File: src/rtl/des_stream_sequencer.sv
// Credit-limited scheduler: streams N blocks from the input SRAM through the DES core into the output SRAM.
// Define DES_SEQ_PERF_EN to add the cycle_count performance port.
module des_stream_sequencer #(
  parameter int ADDRSIZE     = 14,
  parameter int SRAMWIDTH    = 64,
  parameter int RD_LATENCY   = 2,
  parameter int MAX_INFLIGHT = 4,
  parameter int BASE_ADDR    = 1
) (
  input  logic                 clk,
  input  logic                 reset_n,
  input  logic                 start,
  input  logic [ADDRSIZE-1:0]  num_blocks,
  input  logic                 abort,
  output logic                 busy,
  output logic                 done,
  output logic                 err,
  output logic [ADDRSIZE-1:0]  blocks_written,
  output logic [ADDRSIZE-1:0]  in_addr,
  output logic                 in_rden,
  input  logic [SRAMWIDTH-1:0] in_q,
  output logic [SRAMWIDTH-1:0] des_data_in,
  output logic                 des_valid_in,
  input  logic [SRAMWIDTH-1:0] des_data_out,
  input  logic                 des_valid_out,
  output logic [ADDRSIZE-1:0]  out_addr,
  output logic                 out_wren,
  output logic [SRAMWIDTH-1:0] out_data
`ifdef DES_SEQ_PERF_EN
  ,
  output logic [31:0]          cycle_count
`endif
);

  localparam int CW = 5;
  localparam logic [CW-1:0]       MAX_C  = CW'(MAX_INFLIGHT);
  localparam logic [ADDRSIZE-1:0] BASE_C = ADDRSIZE'(BASE_ADDR);

  typedef enum logic [1:0] {
    ST_IDLE  = 2'd0,
    ST_RUN   = 2'd1,
    ST_DRAIN = 2'd2,
    ST_DONE  = 2'd3
  } state_t;

  state_t                state_r;
  state_t                state_next_s;
  logic                  busy_r;
  logic                  done_r;
  logic                  busy_s;
  logic                  done_s;
  logic                  err_r;
  logic [ADDRSIZE-1:0]   n_r;
  logic [ADDRSIZE-1:0]   issued_r;
  logic [ADDRSIZE-1:0]   in_addr_r;
  logic [ADDRSIZE-1:0]   out_addr_r;
  logic [ADDRSIZE-1:0]   blocks_written_r;
  logic [CW-1:0]         inflight_r;
  logic [CW-1:0]         pipe_cnt_r;
  logic [CW-1:0]         occ_s;
  logic [RD_LATENCY-1:0] tag_r;
  logic                  in_rden_r;
  logic                  des_valid_in_r;
  logic                  out_wren_r;
  logic [SRAMWIDTH-1:0]  des_data_in_r;
  logic [SRAMWIDTH-1:0]  out_data_r;
  logic                  start_ok_s;
  logic                  active_s;
  logic                  issue_s;
  logic                  tag_exit_s;
  logic                  dvo_ok_s;
  logic                  spurious_s;

  // pipe_cnt counts reads decided but not yet handed to DES, so occupancy never dips during hand-over
  assign start_ok_s = start && ((state_r == ST_IDLE) || (state_r == ST_DONE));
  assign active_s   = (state_r == ST_RUN) || (state_r == ST_DRAIN);
  assign occ_s      = inflight_r + pipe_cnt_r;
  assign issue_s    = (state_r == ST_RUN) && !abort && (issued_r < n_r) && (occ_s < MAX_C);
  assign tag_exit_s = tag_r[RD_LATENCY-1];
  assign dvo_ok_s   = des_valid_out && active_s && (inflight_r != {CW{1'b0}});
  assign spurious_s = des_valid_out && active_s && (inflight_r == {CW{1'b0}});

  // State register with registered status flags
  always_ff @(posedge clk) begin
    if (!reset_n) begin
      state_r <= ST_IDLE;
      busy_r  <= 1'b0;
      done_r  <= 1'b0;
    end else begin
      state_r <= state_next_s;
      busy_r  <= busy_s;
      done_r  <= done_s;
    end
  end

  // Next-state logic
  always_comb begin
    state_next_s = state_r;
    case (state_r)
      ST_IDLE, ST_DONE: begin
        if (start) begin
          state_next_s = (num_blocks == {ADDRSIZE{1'b0}}) ? ST_DONE : ST_RUN;
        end else begin
          state_next_s = state_r;
        end
      end
      ST_RUN: begin
        if ((issued_r == n_r) || abort) begin
          state_next_s = ST_DRAIN;
        end else begin
          state_next_s = ST_RUN;
        end
      end
      ST_DRAIN: begin
        if ((inflight_r == {CW{1'b0}}) && (pipe_cnt_r == {CW{1'b0}})) begin
          state_next_s = ST_DONE;
        end else begin
          state_next_s = ST_DRAIN;
        end
      end
      default: state_next_s = ST_IDLE;
    endcase
  end

  // Status decode of the upcoming state, registered alongside it
  always_comb begin
    busy_s = 1'b0;
    done_s = 1'b0;
    case (state_next_s)
      ST_RUN, ST_DRAIN: busy_s = 1'b1;
      ST_DONE:          done_s = 1'b1;
      default: begin
        busy_s = 1'b0;
        done_s = 1'b0;
      end
    endcase
  end

  // Read issue: job length, issue count, input address, rden tag pipe
  always_ff @(posedge clk) begin
    if (!reset_n) begin
      n_r        <= {ADDRSIZE{1'b0}};
      issued_r   <= {ADDRSIZE{1'b0}};
      in_addr_r  <= BASE_C;
      in_rden_r  <= 1'b0;
      tag_r      <= {RD_LATENCY{1'b0}};
      pipe_cnt_r <= {CW{1'b0}};
    end else begin
      in_rden_r <= issue_s;
      tag_r[0]  <= in_rden_r;
      for (int i = 1; i < RD_LATENCY; i++) begin
        tag_r[i] <= tag_r[i-1];
      end
      if (start_ok_s) begin
        n_r        <= num_blocks;
        issued_r   <= {ADDRSIZE{1'b0}};
        in_addr_r  <= BASE_C;
        pipe_cnt_r <= {CW{1'b0}};
      end else begin
        issued_r  <= issued_r + ADDRSIZE'(issue_s);
        in_addr_r <= in_addr_r + ADDRSIZE'(in_rden_r);
        case ({issue_s, tag_exit_s})
          2'b10:   pipe_cnt_r <= pipe_cnt_r + {{(CW-1){1'b0}}, 1'b1};
          2'b01:   pipe_cnt_r <= pipe_cnt_r - {{(CW-1){1'b0}}, 1'b1};
          default: pipe_cnt_r <= pipe_cnt_r;
        endcase
      end
    end
  end

  // DES hand-off and in-flight credit accounting
  always_ff @(posedge clk) begin
    if (!reset_n) begin
      des_data_in_r  <= {SRAMWIDTH{1'b0}};
      des_valid_in_r <= 1'b0;
      inflight_r     <= {CW{1'b0}};
    end else begin
      des_valid_in_r <= tag_exit_s;
      if (tag_exit_s) begin
        des_data_in_r <= in_q;
      end
      if (start_ok_s) begin
        inflight_r <= {CW{1'b0}};
      end else begin
        case ({tag_exit_s, dvo_ok_s})
          2'b10:   inflight_r <= inflight_r + {{(CW-1){1'b0}}, 1'b1};
          2'b01:   inflight_r <= inflight_r - {{(CW-1){1'b0}}, 1'b1};
          default: inflight_r <= inflight_r;
        endcase
      end
    end
  end

  // Result write-back and sticky error; addresses advance after each completed write
  always_ff @(posedge clk) begin
    if (!reset_n) begin
      out_wren_r       <= 1'b0;
      out_data_r       <= {SRAMWIDTH{1'b0}};
      out_addr_r       <= BASE_C;
      blocks_written_r <= {ADDRSIZE{1'b0}};
      err_r            <= 1'b0;
    end else begin
      out_wren_r <= dvo_ok_s;
      err_r      <= err_r | spurious_s;
      if (dvo_ok_s) begin
        out_data_r <= des_data_out;
      end
      if (start_ok_s) begin
        out_addr_r       <= BASE_C;
        blocks_written_r <= {ADDRSIZE{1'b0}};
      end else begin
        out_addr_r       <= out_addr_r + ADDRSIZE'(out_wren_r);
        blocks_written_r <= blocks_written_r + ADDRSIZE'(out_wren_r);
      end
    end
  end

`ifdef DES_SEQ_PERF_EN
  logic [31:0] cycle_cnt_r;

  // Saturating job cycle counter
  always_ff @(posedge clk) begin
    if (!reset_n) begin
      cycle_cnt_r <= 32'd0;
    end else if (start_ok_s) begin
      cycle_cnt_r <= 32'd0;
    end else if (active_s && (cycle_cnt_r != 32'hFFFF_FFFF)) begin
      cycle_cnt_r <= cycle_cnt_r + 32'd1;
    end else begin
      cycle_cnt_r <= cycle_cnt_r;
    end
  end

  assign cycle_count = cycle_cnt_r;
`endif

  assign busy           = busy_r;
  assign done           = done_r;
  assign err            = err_r;
  assign blocks_written = blocks_written_r;
  assign in_addr        = in_addr_r;
  assign in_rden        = in_rden_r;
  assign des_data_in    = des_data_in_r;
  assign des_valid_in   = des_valid_in_r;
  assign out_addr       = out_addr_r;
  assign out_wren       = out_wren_r;
  assign out_data       = out_data_r;

endmodule
File: config.mk
export PLATFORM = sky130hd
export DESIGN_NAME = des_stream_sequencer
export DESIGN_NICKNAME = d
export VERILOG_FILES = /design/src/rtl/des_stream_sequencer.sv
export SDC_FILE = /design/constraint.sdc
export NUM_CORES = 1
export LEC_CHECK = 0
export CAP_MARGIN = 20
export CORE_UTILIZATION = 27
export DETAILED_ROUTE_END_ITERATION = 10
export PLACE_DENSITY = 0.54
export SYNTH_ARGS = -nofsm -noshare
export SYNTH_HDL_FRONTEND = slang
export SYNTH_SLANG_ARGS = --single-unit
File: constraint.sdc
create_clock -name clk -period 4.7 [get_ports clk]
set_input_delay 0.705 -clock clk [delete_from_list [all_inputs] [get_ports clk]]
set_output_delay 0.705 -clock clk [all_outputs]
set_load 0.05 [all_outputs]
==> flow_summary.json <==
{
  "first_global_vias": 7564,
  "hold-path-cell-count": 1,
  "finalInstanceArea_um2": 13400,
  "reg2regPathDepth": 13,
  "firstDrtPassIters": 4,
  "relSlewSlack_pct": 24.2,
  "synth_nets": 1171,
  "synth_top_area_share_pct": 50.0,
  "timing.rr.end": "pipe_cnt_r[4]",
  "grt_max_degree": 97,
  "die_h_um": 182,
  "cts_made_buffers": 28,
  "grt-ovfl-total": 0,
  "clk_latency_ns": 0.54,
  "yosysMostFrequentCell": "dfxtp_1",
  "synthFlopType": "dfxtp_1",
  "dp_hpwl_um": 18200,
  "routedWlPerCell_um": 15.1,
  "cpMaxStageDelayCell": "o311ai_0",
  "tightest_slew_ns": 1.14,
  "power_leakage_nw": 4.74,
  "clk_pin_slew_worst_paths_ns": 0.06,
  "power_density_nw_per_um2": 382,
  "drc_errors": 0,
  "rows": 65,
  "synth_commonest_cells": "dfxtp_1 (218), nand2_1 (180), nor2_1 (126), a21oi_1 (99), mux2i_1 (64)",
  "cts_hold_buf": 0,
  "critPathCapture": "pipe_cnt_r[4]",
  "drtIter0Drc": 373,
  "fin_ws_ns": 1.15,
  "required_ns": 5.16,
  "yosysTopAreaCell": "dfxtp_1",
  "placed_cell_area_um2": 12300,
  "diodes": 0,
  "tritoncts": "built",
  "max-cap-violations": 0,
  "final_cells": 1720,
  "setup.worst_path.start": "n_r[5]",
  "final_hold_viol_count": 0,
  "start_util_pct": 27.6,
  "drive_gt1_share_pct": 5.46,
  "postRouteWirelength_um": 26000,
  "vias": 7718,
  "post-route-util_pct": 42.3,
  "peakVddDrop_v": 0.000235,
  "async_flop_share_pct": 0,
  "grt_use_total_pct": 15.3,
  "synth-seq-area-share_pct": 50.0,
  "fin_crit_ns": 3.55,
  "synth.distinct_cells": 42,
  "path_cells": "inv_1, ha_1, nand4_1, o221a_2, o311ai_0, ha_1, inv_1, fa_1, nor2b_1, o21ai_0, nor4b_1, or3_1, a21oi_1",
  "ios": 323,
  "grt_pass1_wl_um": 40800,
  "synth_edf_count": 0,
  "max_stage_delay_ns": 0.64,
  "cts_resized": 0,
  "hold_start": "tag_r[0]",
  "rsz0062_at_grt": "no",
  "numPlacedInstances": 1667,
  "io_buffers": 322,
  "htreeDepth": 1,
  "ys_ff_latch": 218,
  "hold_path_class": "flip-flop to flip-flop",
  "period_share_pct": 75.6,
  "synthTopCellsByArea": "dfxtp_1 (50%), nand2_1 (7.7%), mux2i_1 (7.3%), a21oi_1 (5.7%), nor2_1 (5.4%)",
  "cts-root-buf": "clkbuf_16",
  "ctsLongestPathBuffers": 3,
  "finalMaxSlewViolations": 0,
  "synthCells": 986,
  "vias_per_cell": 4.49,
  "gp_congestion": 0.772,
  "cp-end-kind": "flip-flop",
  "nNetsFinal": 1481,
  "areaGrowthSynthToFinish_pct": 53.5,
  "post_cts_buffers": 0,
  "yosysWarnings": 0,
  "die-area_um2": 33000,
  "syn-cell-area_um2": 8730,
  "worstReg2RegStart": "n_r[5]",
  "core_area_um2": 31600,
  "antenna_left": 0,
  "worstSetupPathType": "flip-flop to flip-flop",
  "die_x_um": 182,
  "finalSetupTns_ns": 0,
  "final.setup_skew_ns": 0.0199,
  "ff2ff_setup_slack_ns": 1.15,
  "critPathMaxFanout": 5,
  "avgSynthCellArea_um2": 8.85,
  "outcome": "completed",
  "pre_cts_slack_ns": 0.812,
  "setup_viol": 0,
  "antenna_found_initial": 0,
  "critPathArrivalTime_ns": 4.01,
  "cp-start-kind": "flip-flop",
  "max_clock_freq_mhz": 281,
  "clkSinkCount": 218
}
## worst max-delay path: cells and delay by family (launching register included)
family | cells | cell delay, ns
simple gates | 4 | 0.76
compound gates | 4 | 1.19
fa+ha+maj | 3 | 1.05
buf+inv | 2 | 0.14
flops | 1 | 0.33
## state kept, by name, summed over array words and instances, names as in the netlist, 2 cells and up
name / flops
inflight_r: 5
pipe_cnt_r: 5
tag_r: 2
in_addr: 14
issued_r: 14
out_addr: 14
des_data_in: 64
blocks_written: 14
state_r: 2
n_r: 14
out_data: 64
## layer usage
layer | global-route usage, % | share of wire [%] | up-vias
met5 | 0 | 0 | -
met2 | 25.4 | 46 | 254
met3 | 5.60 | 9.1 | 36
li1 | - | - | 3904
met4 | 3.86 | 2.0 | 0
met1 | 18.7 | 43 | 3524
## where the power goes
part / switching (mW) / total (mW) / leakage, nW / internal (mW)
Sequential: 0.0340 / 1.94 / 1.76 / 1.91
Clock: 0.871 / 2.45 / 0.530 / 1.58
Combinational: 0.413 / 0.719 / 2.45 / 0.305
Total: 1.32 / 5.11 / 4.74 / 3.79
## worst min path at each step
stage	to	slack, ns
2_1_floorplan	tag_r[1]	0.41
4_1_cts	tag_r[1]	0.43
3_3_place_gp	tag_r[1]	0.41
3_5_place_dp	tag_r[1]	0.42
6_report	tag_r[1]	0.43
5_1_grt	tag_r[1]	0.45
## final cells by class
type	instances	area [µm²]
Fill cell	3108	18200
Sequential cell	218	4370
Multi-Input combinational cell	683	4000
Timing Repair Buffer	330	3310
Clock buffer	33	781
Tap cell	402	503
Clock inverter	19	295
Inverter	35	134
## metrics by stage
step	hold slack (ns)	power, mW
6_report	0.432	5.11
3_5_place_dp	0.419	2.71
2_1_floorplan	0.412	2.40
3_3_place_gp	0.411	2.71
4_1_cts	0.434	5.20
5_1_grt	0.448	5.34
## logic make-up (layout without fill, tap and decap cells)
| kind of cell | count (synthesis) | in the layout | synth area share, % |
|---|---|---|---|
| AND/OR/NAND/NOR | 408 | 408 | 20.5 |
| flip-flops | 218 | 218 | 50.0 |
| AO/OA/AOI/OAI | 127 | 127 | 7.80 |
| buffers and inverters | 85 | 417 | 4.14 |
| multiplexers | 64 | 64 | 7.34 |
| XOR/XNOR | 46 | 46 | 4.62 |
| adder cells (fa/ha/maj) | 38 | 38 | 5.62 |
## cells in the final DEF, fill, tap and decap left out, types with 2 or more instances in the layout
cell type / instances
fa_1: 2
xor2_1: 32
inv_6: 2
buf_12: 2
or3_1: 13
a21oi_1: 99
clkinv_2: 5
mux2i_1: 64
o211ai_1: 2
nand4_1: 9
nor3b_1: 4
and2_1: 8
and3_1: 11
xnor2_1: 14
nor2_1: 126
o31ai_1: 2
nor4_2: 2
a311oi_1: 2
or2_2: 2
buf_4: 6
inv_1: 33
bufinv_16: 7
dfxtp_1: 217
nor4_1: 3
a211oi_1: 2
o21ai_0: 13
clkbuf_16: 29
clkdlybuf4s50_1: 322
clkbuf_8: 4
nand2_1: 179
nor4b_1: 3
clkinv_4: 4
nand3_1: 26
ha_1: 36
nor3_1: 11
a21o_1: 3
nor2b_1: 4
Power figures use the tool's default switching activity.
